**config.mk**
```make
export PLATFORM = sky130hd
export DESIGN_NAME = wb_reg_sequencer_flat
export DESIGN_NICKNAME = d
export VERILOG_FILES = /design/src/rtl/wb_reg_sequencer_if.sv /design/src/rtl/wb_reg_sequencer.sv /design/src/flat_wrapper.sv
export SDC_FILE = /design/constraint.sdc
export NUM_CORES = 1
export LEC_CHECK = 0
export ABC_AREA = 1
export BUFFER_PORTS_ARGS = -buffer_cell sky130_fd_sc_hd__buf_2
export CORE_MARGIN = 3
export CORE_UTILIZATION = 30
export DETAILED_ROUTE_END_ITERATION = 12
export MAX_ROUTING_LAYER = met4
export SLEW_MARGIN = 20
export SYNTH_ARGS = -nofsm -noshare
export SYNTH_HDL_FRONTEND = slang
export SYNTH_SLANG_ARGS = --single-unit
```
**constraint.sdc**
```tcl
create_clock -name clk -period 2.12 [get_ports clk]
set_input_delay 0.424 -clock clk [delete_from_list [all_inputs] [get_ports clk]]
set_output_delay 0.424 -clock clk [all_outputs]
set_load 0.02 [all_outputs]
```
**src/rtl/wb_reg_sequencer_if.sv**
```systemverilog
// Bus between main control and the write-back sequencer.
interface wb_reg_sequencer_if;
  logic       start;
  logic [5:0] opcode;
  logic [5:0] funct;
  logic       mem_ready;
  logic       alu_done;
  logic [1:0] wr_sel;
  logic       reg_write;
  logic       busy;
  logic       done;
  logic       illegal_op;
  logic       timeout_err;

  modport master (
    output start, opcode, funct, mem_ready, alu_done,
    input  wr_sel, reg_write, busy, done, illegal_op, timeout_err
  );

  modport slave (
    input  start, opcode, funct, mem_ready, alu_done,
    output wr_sel, reg_write, busy, done, illegal_op, timeout_err
  );
endinterface

```
**src/rtl/wb_reg_sequencer.sv**
```systemverilog
// Multicycle write-back sequencer owning every register-file write.
// Outputs are registered from the next-state decode so they line up with the state.
module wb_reg_sequencer #(
  parameter int unsigned MEM_TIMEOUT = 16,
  parameter logic [5:0]  PUSH_OP     = 6'h3C,
  parameter logic [5:0]  POP_OP      = 6'h3D
) (
  input  logic             clk,
  input  logic             reset,
  wb_reg_sequencer_if.slave bus
);

  localparam int unsigned CNT_W = 5;

  localparam logic [3:0] S_IDLE     = 4'd0;
  localparam logic [3:0] S_EXEC     = 4'd1;
  localparam logic [3:0] S_MEM_WAIT = 4'd2;
  localparam logic [3:0] S_WB_RT    = 4'd3;
  localparam logic [3:0] S_WB_RD    = 4'd4;
  localparam logic [3:0] S_WB_31    = 4'd5;
  localparam logic [3:0] S_WB_SP    = 4'd6;
  localparam logic [3:0] S_ALU_WAIT = 4'd7;
  localparam logic [3:0] S_FIN      = 4'd8;
  localparam logic [3:0] S_ERR      = 4'd9;

  localparam logic [3:0] C_RALU   = 4'd0;
  localparam logic [3:0] C_IALU   = 4'd1;
  localparam logic [3:0] C_JAL    = 4'd2;
  localparam logic [3:0] C_LOAD   = 4'd3;
  localparam logic [3:0] C_POP    = 4'd4;
  localparam logic [3:0] C_PUSH   = 4'd5;
  localparam logic [3:0] C_STORE  = 4'd6;
  localparam logic [3:0] C_MULDIV = 4'd7;
  localparam logic [3:0] C_NOWB   = 4'd8;
  localparam logic [3:0] C_ILL    = 4'd9;

  logic [3:0]       state, state_nxt;
  logic [CNT_W-1:0] cnt, cnt_nxt;
  logic [5:0]       op_q, op_nxt;
  logic [5:0]       fn_q, fn_nxt;
  logic [3:0]       cls;

  logic [1:0] wr_sel_q, wr_sel_nxt;
  logic       reg_write_q, reg_write_nxt;
  logic       busy_q, busy_nxt;
  logic       done_q, done_nxt;
  logic       illegal_q, illegal_nxt;
  logic       timeout_q, timeout_nxt;

  // Instruction class of a latched opcode/funct pair.
  function automatic logic [3:0] classify(input logic [5:0] op, input logic [5:0] fn);
    logic [3:0] c;
    if (op == PUSH_OP)     c = C_PUSH;
    else if (op == POP_OP) c = C_POP;
    else begin
      case (op)
        6'h00: begin
          case (fn)
            6'h08:        c = C_NOWB;
            6'h18, 6'h1A: c = C_MULDIV;
            default:      c = C_RALU;
          endcase
        end
        6'h08, 6'h09, 6'h0A, 6'h0C, 6'h0D, 6'h0F: c = C_IALU;
        6'h03:                      c = C_JAL;
        6'h02, 6'h04, 6'h05:        c = C_NOWB;
        6'h20, 6'h21, 6'h23:        c = C_LOAD;
        6'h28, 6'h29, 6'h2B:        c = C_STORE;
        default:                    c = C_ILL;
      endcase
    end
    return c;
  endfunction

  assign cls = classify(op_q, fn_q);

  // Next state, wait counter, instruction latch and next-cycle output values.
  always_comb begin
    state_nxt     = state;
    cnt_nxt       = cnt;
    op_nxt        = op_q;
    fn_nxt        = fn_q;
    wr_sel_nxt    = 2'b00;
    reg_write_nxt = 1'b0;
    done_nxt      = 1'b0;
    illegal_nxt   = 1'b0;
    timeout_nxt   = 1'b0;

    case (state)
      S_IDLE: begin
        if (bus.start) begin
          state_nxt = S_EXEC;
          op_nxt    = bus.opcode;
          fn_nxt    = bus.funct;
        end
      end
      S_EXEC: begin
        cnt_nxt = '0;
        case (cls)
          C_RALU:                 state_nxt = S_WB_RD;
          C_IALU:                 state_nxt = S_WB_RT;
          C_JAL:                  state_nxt = S_WB_31;
          C_PUSH:                 state_nxt = S_WB_SP;
          C_LOAD, C_POP, C_STORE: state_nxt = S_MEM_WAIT;
          C_MULDIV:               state_nxt = S_ALU_WAIT;
          C_NOWB:                 state_nxt = S_FIN;
          default: begin
            state_nxt   = S_ERR;
            illegal_nxt = 1'b1;
          end
        endcase
      end
      S_MEM_WAIT: begin
        if (bus.mem_ready) begin
          state_nxt = (cls == C_STORE) ? S_FIN : S_WB_RT;
        end else if (cnt == CNT_W'(MEM_TIMEOUT - 1)) begin
          state_nxt   = S_ERR;
          timeout_nxt = 1'b1;
        end else begin
          cnt_nxt = cnt + CNT_W'(1);
        end
      end
      S_WB_RT:    state_nxt = (cls == C_POP) ? S_WB_SP : S_IDLE;
      S_WB_RD, S_WB_31, S_WB_SP, S_FIN, S_ERR: state_nxt = S_IDLE;
      S_ALU_WAIT: if (bus.alu_done) state_nxt = S_FIN;
      default:    state_nxt = S_IDLE;
    endcase

    case (state_nxt)
      S_WB_RT: begin
        reg_write_nxt = 1'b1;
        wr_sel_nxt    = 2'b00;
        done_nxt      = (cls != C_POP);
      end
      S_WB_RD: begin
        reg_write_nxt = 1'b1;
        wr_sel_nxt    = 2'b11;
        done_nxt      = 1'b1;
      end
      S_WB_31: begin
        reg_write_nxt = 1'b1;
        wr_sel_nxt    = 2'b10;
        done_nxt      = 1'b1;
      end
      S_WB_SP: begin
        reg_write_nxt = 1'b1;
        wr_sel_nxt    = 2'b01;
        done_nxt      = 1'b1;
      end
      S_FIN, S_ERR: done_nxt = 1'b1;
      default: ;
    endcase

    busy_nxt = (state_nxt != S_IDLE);
  end

  // State, latch and output registers; reset aborts any instruction in flight.
  always_ff @(posedge clk or posedge reset) begin
    if (reset) begin
      state       <= S_IDLE;
      cnt         <= '0;
      op_q        <= '0;
      fn_q        <= '0;
      wr_sel_q    <= 2'b00;
      reg_write_q <= 1'b0;
      busy_q      <= 1'b0;
      done_q      <= 1'b0;
      illegal_q   <= 1'b0;
      timeout_q   <= 1'b0;
    end else begin
      state       <= state_nxt;
      cnt         <= cnt_nxt;
      op_q        <= op_nxt;
      fn_q        <= fn_nxt;
      wr_sel_q    <= wr_sel_nxt;
      reg_write_q <= reg_write_nxt;
      busy_q      <= busy_nxt;
      done_q      <= done_nxt;
      illegal_q   <= illegal_nxt;
      timeout_q   <= timeout_nxt;
    end
  end

  assign bus.wr_sel      = wr_sel_q;
  assign bus.reg_write   = reg_write_q;
  assign bus.busy        = busy_q;
  assign bus.done        = done_q;
  assign bus.illegal_op  = illegal_q;
  assign bus.timeout_err = timeout_q;

endmodule

```
**src/flat_wrapper.sv**
```systemverilog
// flat-port wrapper written by rule: the top's interface ports become plain ports
module wb_reg_sequencer_flat 
#(
  parameter int unsigned MEM_TIMEOUT = 16,
  parameter logic [5:0]  PUSH_OP     = 6'h3C,
  parameter logic [5:0]  POP_OP      = 6'h3D
)
  (clk, reset, bus_start, bus_opcode, bus_funct, bus_mem_ready, bus_alu_done, bus_wr_sel, bus_reg_write, bus_busy, bus_done, bus_illegal_op, bus_timeout_err);
  wb_reg_sequencer_if bus_i ();
  input  logic clk;
  input  logic reset;
  input wire logic [$bits(bus_i.start)-1:0] bus_start;
  input wire logic [$bits(bus_i.opcode)-1:0] bus_opcode;
  input wire logic [$bits(bus_i.funct)-1:0] bus_funct;
  input wire logic [$bits(bus_i.mem_ready)-1:0] bus_mem_ready;
  input wire logic [$bits(bus_i.alu_done)-1:0] bus_alu_done;
  output wire logic [$bits(bus_i.wr_sel)-1:0] bus_wr_sel;
  output wire logic [$bits(bus_i.reg_write)-1:0] bus_reg_write;
  output wire logic [$bits(bus_i.busy)-1:0] bus_busy;
  output wire logic [$bits(bus_i.done)-1:0] bus_done;
  output wire logic [$bits(bus_i.illegal_op)-1:0] bus_illegal_op;
  output wire logic [$bits(bus_i.timeout_err)-1:0] bus_timeout_err;
  assign bus_i.start = bus_start;
  assign bus_i.opcode = bus_opcode;
  assign bus_i.funct = bus_funct;
  assign bus_i.mem_ready = bus_mem_ready;
  assign bus_i.alu_done = bus_alu_done;
  assign bus_wr_sel = bus_i.wr_sel;
  assign bus_reg_write = bus_i.reg_write;
  assign bus_busy = bus_i.busy;
  assign bus_done = bus_i.done;
  assign bus_illegal_op = bus_i.illegal_op;
  assign bus_timeout_err = bus_i.timeout_err;
  wb_reg_sequencer #(.MEM_TIMEOUT(MEM_TIMEOUT), .PUSH_OP(PUSH_OP), .POP_OP(POP_OP)) u_core (.clk(clk), .reset(reset), .bus(bus_i));
endmodule
```
==> results.yml, run 1 <==
status:
  status: "finished, final reports clean"
grt:
  antenna_found_initial: 0
  grt.overflow.total: 0
  grt_pass1_wl_um: 6030
  grt_max_degree: 29
  grt_use_total: 0.1252
  grt_pass1_vias: 1334
floorplanning:
  std_cell_rows: 25
  initial_utilization: 0.3208
  core_area_um2: 4911
  ioPinCount: 24
  die_w_um: 78.46
  die-area_um2: 6156
  die_h_um: 78.46
worst_setup_path:
  worstPathArrival_ns: 2.11
  cp.required_ns: 2.35
  crit_path_start_kind: "flip-flop"
  crit_type: "flip-flop to flip-flop"
  rr_worst_depth: 11
  worst_setup_path_end_kind: "flip-flop"
  crit_path_max_fanout: 4
clock_tree:
  post-cts-setup-buffers: 0
  cts.path.max_buffers: 2
  clkTransAtPathRegs_ns: 0.10
  cts_tree: "built"
  cts_buffers: 3
  cts_sinks: 28
  clkLatencyLatePin_ns: 0.28
  ctsResizeCount: 0
  cts-root-buf: "clkbuf_8"
  cts_max_level: 1
  holdBufCountCts: 0
yosys:
  syn_area_per_cell_um2: 7.760
  yosysSeqAreaShare: 0.4448
  synth_area_um2: 1575
  yosysTopAreaCell: "dfrtp_1"
  yosys_most_used_dff: "dfrtp_1"
  synth.area.top_cells: "dfrtp_1 (44%), nand2_1 (14%), inv_1 (6.0%)"
  synth_edf_count: 0
  ys_seq_elements: 28
  synth_top_area_frac: 0.4448
  synth_nets: 222
  yosysUniqueCellTypes: 28
  synthMostInstantiatedCell: "nand2_1"
  synth_common_cells: "nand2_1 (57), dfrtp_1 (28), inv_1 (25)"
  synthArstFlopShare: 1.000
  syn_inst: 203
  ys_warn_count: 0
detailed_routing:
  drtIter0Drc: 53
  vias: 1339
  wirelength_um: 3308
  drtPass1Iterations: 8
  wl_per_cell_um: 11.10
  ant_nets: 0
  drc_errors: 0
  avgViaCountPerCell: 4.493
timing:
  fin_skew_ns: 0.009859
  maxSlewViolCount: 0
  worstMarginPinSlew_ns: 0.4363
  min_period_ns: 1.885
  setup_tns_ns: 0
  final_hold_viol_count: 0
  fmax_ghz: 0.5304
  timing.slew.headroom: 0.7064
  finalCritPeriodShare: 0.8893
  setup_ws_ns: 0.2346
  rsz0062_at_grt: "false"
  setup_viol: 0
layout:
  multiInputGateArea_um2: 762.0
  post-route-cell-area_um2: 1857
  final_layout_size_suffix_gt1_frac: 0.2554
  areaGrowthSynthToFinish_pct: 17.87
  final_nets: 251
  fillCellCount: 520
  seqCellArea_um2: 700.7
  antenna_cells: 0
power:
  p_leak_nw: 0.9684
  ir_worst_vdd_mv: 0.4958
  power_density_nw_per_um2: 1420
placement:
  dp_slack_ns: 0.2734
  place_area_um2: 1785
  dp_hpwl_um: 2508
  place_congestion: 0.8863
  portBuffers: 23
hold_path:
  hp-class: "input port to async pin"
run:
  cap_violations: 0
## critical path, cell delays in order (launching register included)
cell	delay [ns]
dfrtp_1	0.42
ha_1	0.22
nand2_1	0.09
nor2_1	0.05
ha_1	0.20
o21ai_0	0.15
a21oi_1	0.08
a21oi_1	0.17
nand2_2	0.11
nor2_2	0.16
nand4_1	0.10
nand2_1	0.07
## report_power, final
part / switching, mW / internal (mW) / total, mW / leakage, nW
Sequential: 0.152 / 0.727 / 0.880 / 0.362
Clock: 0.173 / 0.253 / 0.426 / 0.0357
Combinational: 0.889 / 0.442 / 1.33 / 0.570
Total: 1.21 / 1.42 / 2.64 / 0.968
## layout make-up
| class | count | area share |
|---|---|---|
| repair buffers | 25 | 0.07008 |
| clock inverters | 1 | 0.01617 |
| clock buffers | 3 | 0.02224 |
| inverters | 29 | 0.05863 |
| well taps | 67 | 0.04515 |
| multi-input cells | 145 | 0.4104 |
| flip-flops and latches | 28 | 0.3774 |
## stage by stage
stage          hold slack (ns)    util  cells  total power, mW
2_1_floorplan           0.4495       -    203            1.917
3_3_place_gp            0.4628  0.3636    294            2.198
3_5_place_dp            0.4658  0.3636    294            2.214
4_1_cts                 0.1986  0.3781    298            2.649
5_1_grt                 0.2205  0.3781    298            2.927
6_report                0.1874  0.3781    298            2.636
## logic make-up after synthesis
logic type      share of synthesized area
flops                              0.4448
compound gates                    0.08816
simple gates                       0.3797
buf+inv                           0.07149
fa+ha+maj                         0.01588
## registers in the layout, summed over array words and instances, names as in the netlist
signal                  count
u_core.bus.busy             1
u_core.bus.done             1
u_core.bus.illegal_op       1
u_core.bus.reg_write        1
u_core.bus.timeout_err      1
u_core.bus.wr_sel           2
u_core.cnt                  5
u_core.fn_q                 6
u_core.op_q                 6
u_core.state                4
## per-layer routing
metal / share of wire / routed length, um / global-route usage / vias to the layer above
li1: - / - / - / 702
met1: 0.47 / 1543 / 0.1588 / 605
met2: 0.48 / 1573 / 0.2038 / 30
met3: 0.047 / 154 / 0.01835 / 2
met4: 0.011 / 38 / 0.04545 / 0
met5: 0 / 0 / - / -
## layout by cell type, fill, tap and decap left out, types with 4 or more instances in the layout
cell     netlist  layout
nor2_2         6       6
dfrtp_1       28      28
nand2_1       57      57
nor2_1        17      17
nand3_2        4       4
nand2_2       10      10
a21oi_1        7       7
inv_1         25      25
nand3_1       10      10
o21ai_0        9       9
buf_2          0      23
## final timing paths
kind | slack, ns | end | start
max in group asynchronous | 1.67 | u_core.op_q[5] | reset
hold reg to reg | 0.49 | u_core.fn_q[3] | u_core.fn_q[3]
setup reg to reg | 0.23 | u_core.bus.done | u_core.cnt[0]
setup / recovery | 0.23 | u_core.bus.done | u_core.cnt[0]
hold / removal | 0.19 | u_core.state[0] | reset
min in group clk | 0.34 | u_core.op_q[4] | bus_opcode[4]
(Power assumes the default switching activity.)
==> inputs of run 2 (changes only) <==
--- a/config.mk
+++ b/config.mk
@@ -6,10 +6,10 @@
 export NUM_CORES = 1
 export LEC_CHECK = 0
 export ABC_AREA = 1
-export BUFFER_PORTS_ARGS = -buffer_cell sky130_fd_sc_hd__buf_2
 export CORE_MARGIN = 3
 export CORE_UTILIZATION = 30
 export DETAILED_ROUTE_END_ITERATION = 12
+export DONT_BUFFER_PORTS = 1
 export MAX_ROUTING_LAYER = met4
 export SLEW_MARGIN = 20
 export SYNTH_ARGS = -nofsm -noshare
==> run 2 against run 1 <==
- fmax up 1.3%
- clock power rose by 1%
- global-route usage about the same
- first-iteration DRC count down 15%
- via count is 4.4% lower
- register-to-register slack improved by 0.02 ns
==> results.yml, run 2 (synthesis gave the netlist of run 1 again) <==
power:
  power_frac_comb: 0.476
  netSwitchingFraction: 0.4621
  p_seq_frac: 0.357
  clock_power_share: 0.166
  ir_worst_vdd_mv: 0.5722
  p_total_mw: 2.589
  switching_power_mw: 1.196
  p_int_mw: 1.392
  p_leak_nw: 0.8697
  power_density_nw_per_um2: 1486
detailed_routing:
  drtPass1Iterations: 4
  drtIter0Drc: 45
  wirelength_um: 3246
  vias: 1280
  ant_nets: 0
  drc_errors: 0
  avgViaCountPerCell: 4.655
  wl_per_cell_um: 11.80
grt:
  grt_pass1_vias: 1234
  grt_use_met3: 0.02294
  grt_pass1_wl_um: 5954
  met2_usage: 0.1849
  use_met1: 0.1673
  busiest_layer: "met2"
  grt.overflow.total: 0
  antenna_found_initial: 0
  grt_max_degree: 29
  grt_use_total: 0.1247
worst_setup_path:
  worst_setup_path_end_kind: "flip-flop"
  cp_slowest_cell: "dfrtp_1"
  timing.rr.start: "u_core.cnt[0]"
  rr_worst_depth: 11
  worstPathArrival_ns: 2.09
  setup.worst_path.end: "u_core.bus.done"
  crit_path_max_fanout: 4
  cp.required_ns: 2.35
  slowest_delay_ns: 0.42
  crit_path_start_kind: "flip-flop"
  crit_family: "simple AND/OR/NAND/NOR gates"
  crit_cells: 11
  startpoint: "u_core.cnt[0]"
  reg2reg_slack_ns: 0.26
  worst-path-buf-inv: 0
  crit_type: "flip-flop to flip-flop"
  path_cells: "ha_1, nand2_1, nor2_1, ha_1, o21ai_0, a21oi_1, a21oi_1, nand2_2, nor2_2, nand4_1, nand2_1"
  timing.rr.end: "u_core.bus.done"
clock_tree:
  cts-root-buf: "clkbuf_8"
  ctsResizeCount: 0
  cts_buffers: 3
  cts_max_level: 1
  holdBufCountCts: 0
  cts_tree: "built"
  clkLatencyLatePin_ns: 0.28
  cts.path.max_buffers: 2
  post-cts-setup-buffers: 0
  clkTransAtPathRegs_ns: 0.10
  cts_sinks: 28
hold_path:
  hp-class: "input port to async pin"
timing:
  fin_skew_ns: 0.009461
  min_period_ns: 1.861
  timing.slew.headroom: 0.7067
  setup_tns_ns: 0
  final_hold_viol_count: 0
  setup_viol: 0
  hold-worst-slack_ns: 0.07956
  rsz0062_at_grt: "false"
  setup_ws_ns: 0.2593
  maxSlewViolCount: 0
  worstMarginPinSlew_ns: 0.4359
  finalCritPeriodShare: 0.8777
  fmax_ghz: 0.5374
floorplanning:
  die-area_um2: 6156
  core_area_um2: 4911
  std_cell_rows: 25
  initial_utilization: 0.3208
  die_w_um: 78.46
  die_h_um: 78.46
  ioPinCount: 24
layout:
  fillCellCount: 533
  post-route-cell-area_um2: 1742
  seqCellArea_um2: 700.7
  final_common_cell: "nand2_1"
  final_cell_mix: "nand2_1 (57), dfrtp_1 (28), inv_1 (25), nor2_1 (17)"
  final_layout_size_suffix_gt1_frac: 0.1731
  final_nets: 228
  areaGrowthSynthToFinish_pct: 10.56
  multiInputGateArea_um2: 762.0
  final_cells: 275
  top_regs: "u_core.fn_q x6, u_core.op_q x6, u_core.cnt x5"
  fin_util: 0.3547
  antenna_cells: 0
status:
  status: "finished, final reports clean"
placement:
  portBuffers: 0
  dp_hpwl_um: 2520
  place_congestion: 0.8683
  placed_cells_incl_taps: 271
  place_area_um2: 1670
  dp_slack_ns: 0.2789
run:
  cap_violations: 0
[run 2: changes by cell type in the layout (fill, tap and decap cells not counted), sizes merged]
| cell | previous run | this run |
|---|---|---|
| buf | 25 | 2 |
[run 2: worst min-delay path by stage]
stage / slack, ns / start / to
after floorplan: 0.45 / u_core.fn_q[3] / u_core.fn_q[3]
after global placement: 0.41 / reset / u_core.fn_q[2]
after detailed placement: 0.41 / reset / u_core.bus.reg_write
after CTS: 0.09 / reset / u_core.bus.reg_write
after global routing: 0.11 / reset / u_core.bus.wr_sel[0]
final: 0.08 / reset / u_core.fn_q[2]
[run 2: area by class of cell]
| type | count | area share |
|---|---|---|
| inverters | 29 | 0.06250 |
| repair buffers | 2 | 0.008621 |
| flip-flops and latches | 28 | 0.4023 |
| clock inverters | 1 | 0.01724 |
| multi-input cells | 145 | 0.4375 |
| clock buffers | 3 | 0.02371 |
| well taps | 67 | 0.04813 |
[run 2: power groups by stage]
stage                     clock (mW)  sequential, mW  combinational [mW]
after detailed placement           0           0.940                1.24
final                          0.431           0.925                1.23
after global routing           0.468           0.961                1.44
after global placement             0           0.938                1.21
after floorplan                    0           0.905                1.01
after CTS                      0.442           0.930                1.24
[run 2: routing by layer]
metal	part of all wire	wire, um
met1	0.48	1549
met2	0.45	1470
met3	0.045	145
met4	0.025	80
met5	0	0
==> inputs of run 3 (changes only) <==
--- a/config.mk
+++ b/config.mk
@@ -7,7 +7,7 @@
 export LEC_CHECK = 0
 export ABC_AREA = 1
 export CORE_MARGIN = 3
-export CORE_UTILIZATION = 30
+export CORE_UTILIZATION = 40
 export DETAILED_ROUTE_END_ITERATION = 12
 export DONT_BUFFER_PORTS = 1
 export MAX_ROUTING_LAYER = met4
==> run 3 against run 2 <==
- sequential share of layout area grew 0.56 points
- count of clock-buffer cells in the layout is the same
- register-to-register slack is essentially flat
- clock skew shrank 0.0044 ns
- first-iteration DRC count grew 58%
- sequential cell count is the same
- die area shrank 23%
- cell area shrank 1.4%
- routed wire length shrank 1.2%
==> results.yml, run 3 (synthesis gave the netlist of run 1 again) <==
timing:
  worstMarginPinSlew_ns: 0.4567
  setup_viol: 0
  final_hold_viol_count: 0
  setup_tns_ns: 0
  maxSlewViolCount: 0
  fmax_ghz: 0.5353
  rsz0062_at_grt: "false"
  finalCritPeriodShare: 0.8812
  fin_skew_ns: 0.005072
  min_period_ns: 1.868
  timing.slew.headroom: 0.6927
detailed_routing:
  drc_errors: 0
  drtPass1Iterations: 4
  drtIter0Drc: 71
  ant_nets: 0
  wirelength_um: 3208
  wl_per_cell_um: 12.53
  avgViaCountPerCell: 4.930
  vias: 1262
clock_tree:
  clkTransAtPathRegs_ns: 0.10
  ctsResizeCount: 0
  holdBufCountCts: 0
  clkLatencyLatePin_ns: 0.28
  cts_tree: "built"
  cts_max_level: 1
  cts.path.max_buffers: 2
  cts_sinks: 28
  post-cts-setup-buffers: 0
  cts-root-buf: "clkbuf_8"
  cts_buffers: 3
power:
  p_int_mw: 1.391
  clock_power_share: 0.166
  netSwitchingFraction: 0.4627
  power_frac_comb: 0.476
  ir_worst_vdd_mv: 0.5937
  p_seq_frac: 0.358
  power_density_nw_per_um2: 1507
  switching_power_mw: 1.198
  p_leak_nw: 0.8697
layout:
  final_cell_mix: "nand2_1 (57), dfrtp_1 (28), inv_1 (25), nor2_1 (17)"
  final_nets: 228
  final_cells: 256
  post-route-cell-area_um2: 1718
  final_common_cell: "nand2_1"
  fin_util: 0.4623
  antenna_cells: 0
  final_layout_size_suffix_gt1_frac: 0.1731
  areaGrowthSynthToFinish_pct: 9.055
  top_regs: "u_core.fn_q x6, u_core.op_q x6, u_core.cnt x5"
  fillCellCount: 387
floorplanning:
  core_area_um2: 3716
  die_w_um: 68.76
  die-area_um2: 4727
  ioPinCount: 24
  std_cell_rows: 22
  initial_utilization: 0.4239
  die_h_um: 68.76
worst_setup_path:
  rr_worst_depth: 14
  crit_type: "flip-flop to flip-flop"
  worstPathArrival_ns: 2.05
  slowest_delay_ns: 0.43
  worst_setup_path_end_kind: "flip-flop"
  timing.rr.start: "u_core.op_q[0]"
  crit_path_max_fanout: 4
  crit_path_start_kind: "flip-flop"
  path_cells: "inv_1, nand2_2, nand3_1, nand2_2, a21oi_2, nand2_2, a21oi_2, nand2_1, nand2_1, nand2_2, nand3_2, nand2_1, nor2_2, nand2_1"
  cp.required_ns: 2.30
  reg2reg_slack_ns: 0.25
  timing.rr.end: "u_core.bus.done"
  cp_slowest_cell: "dfrtp_1"
status:
  status: "finished, final reports clean"
run:
  cap_violations: 0
placement:
  portBuffers: 0
  place_congestion: 0.9412
  dp_hpwl_um: 2356
  placed_cells_incl_taps: 252
  place_area_um2: 1647
grt:
  grt_max_degree: 29
  grt_use_total: 0.1571
  grt_pass1_wl_um: 5423
  grt_pass1_vias: 1213
  antenna_found_initial: 0
  grt.overflow.total: 0
hold_path:
  hp-class: "input port to async pin"
run 3: metrics by stage:
step           setup slack, ns  hold WS [ns]  power [mW]
2_1_floorplan           0.4468        0.4495       1.917
3_3_place_gp            0.2547        0.4027       2.160
3_5_place_dp            0.2781        0.4034       2.150
4_1_cts                 0.2434       0.09135       2.607
5_1_grt                0.03607        0.1051       2.840
6_report                0.2519       0.08403       2.589
run 3: worst max-delay path: cells and delay by family, from the launching register on:
kind / cells / cell delay [ns]
flops: 1 / 0.43
simple gates: 11 / 0.91
buf+inv: 1 / 0.12
compound gates: 2 / 0.30
run 3: power by group through the flow:
stage | logic (mW) | clock network, mW | registers (mW)
final | 1.23 | 0.429 | 0.928
after global routing | 1.42 | 0.464 | 0.959
after CTS | 1.24 | 0.442 | 0.929
after detailed placement | 1.21 | 0 | 0.938
after global placement | 1.22 | 0 | 0.937
after floorplan | 1.01 | 0 | 0.905
run 3: area by class of cell:
type	count	area, um2	share of cell area
clock buffers	3	41.29	0.02403
clock inverters	1	30.03	0.01748
inverters	29	108.9	0.06336
multi-input cells	145	762.0	0.4436
flip-flops and latches	28	700.7	0.4079
well taps	48	60.06	0.03496
repair buffers	2	15.01	0.008740
run 3: how the worst max path moves through the flow:
| stage | startpoint | endpoint | slack, ns |
|---|---|---|---|
| 6_report | u_core.op_q[0] | u_core.bus.done | 0.25 |
| 5_1_grt | u_core.cnt[0] | u_core.bus.done | 0.04 |
| 4_1_cts | u_core.cnt[0] | u_core.bus.done | 0.24 |
| 3_5_place_dp | u_core.cnt[0] | u_core.bus.done | 0.28 |
| 3_3_place_gp | u_core.cnt[0] | u_core.bus.done | 0.25 |
| 2_1_floorplan | u_core.cnt[0] | u_core.bus.done | 0.45 |
run 3: metal layers:
metal / GRT usage / share of wire / up-vias
met3: 0.03404 / 0.044 / 7
li1: - / - / 657
met2: 0.2372 / 0.46 / 30
met4: 0.06083 / 0.022 / 0
met5: - / 0 / -
met1: 0.2059 / 0.47 / 568
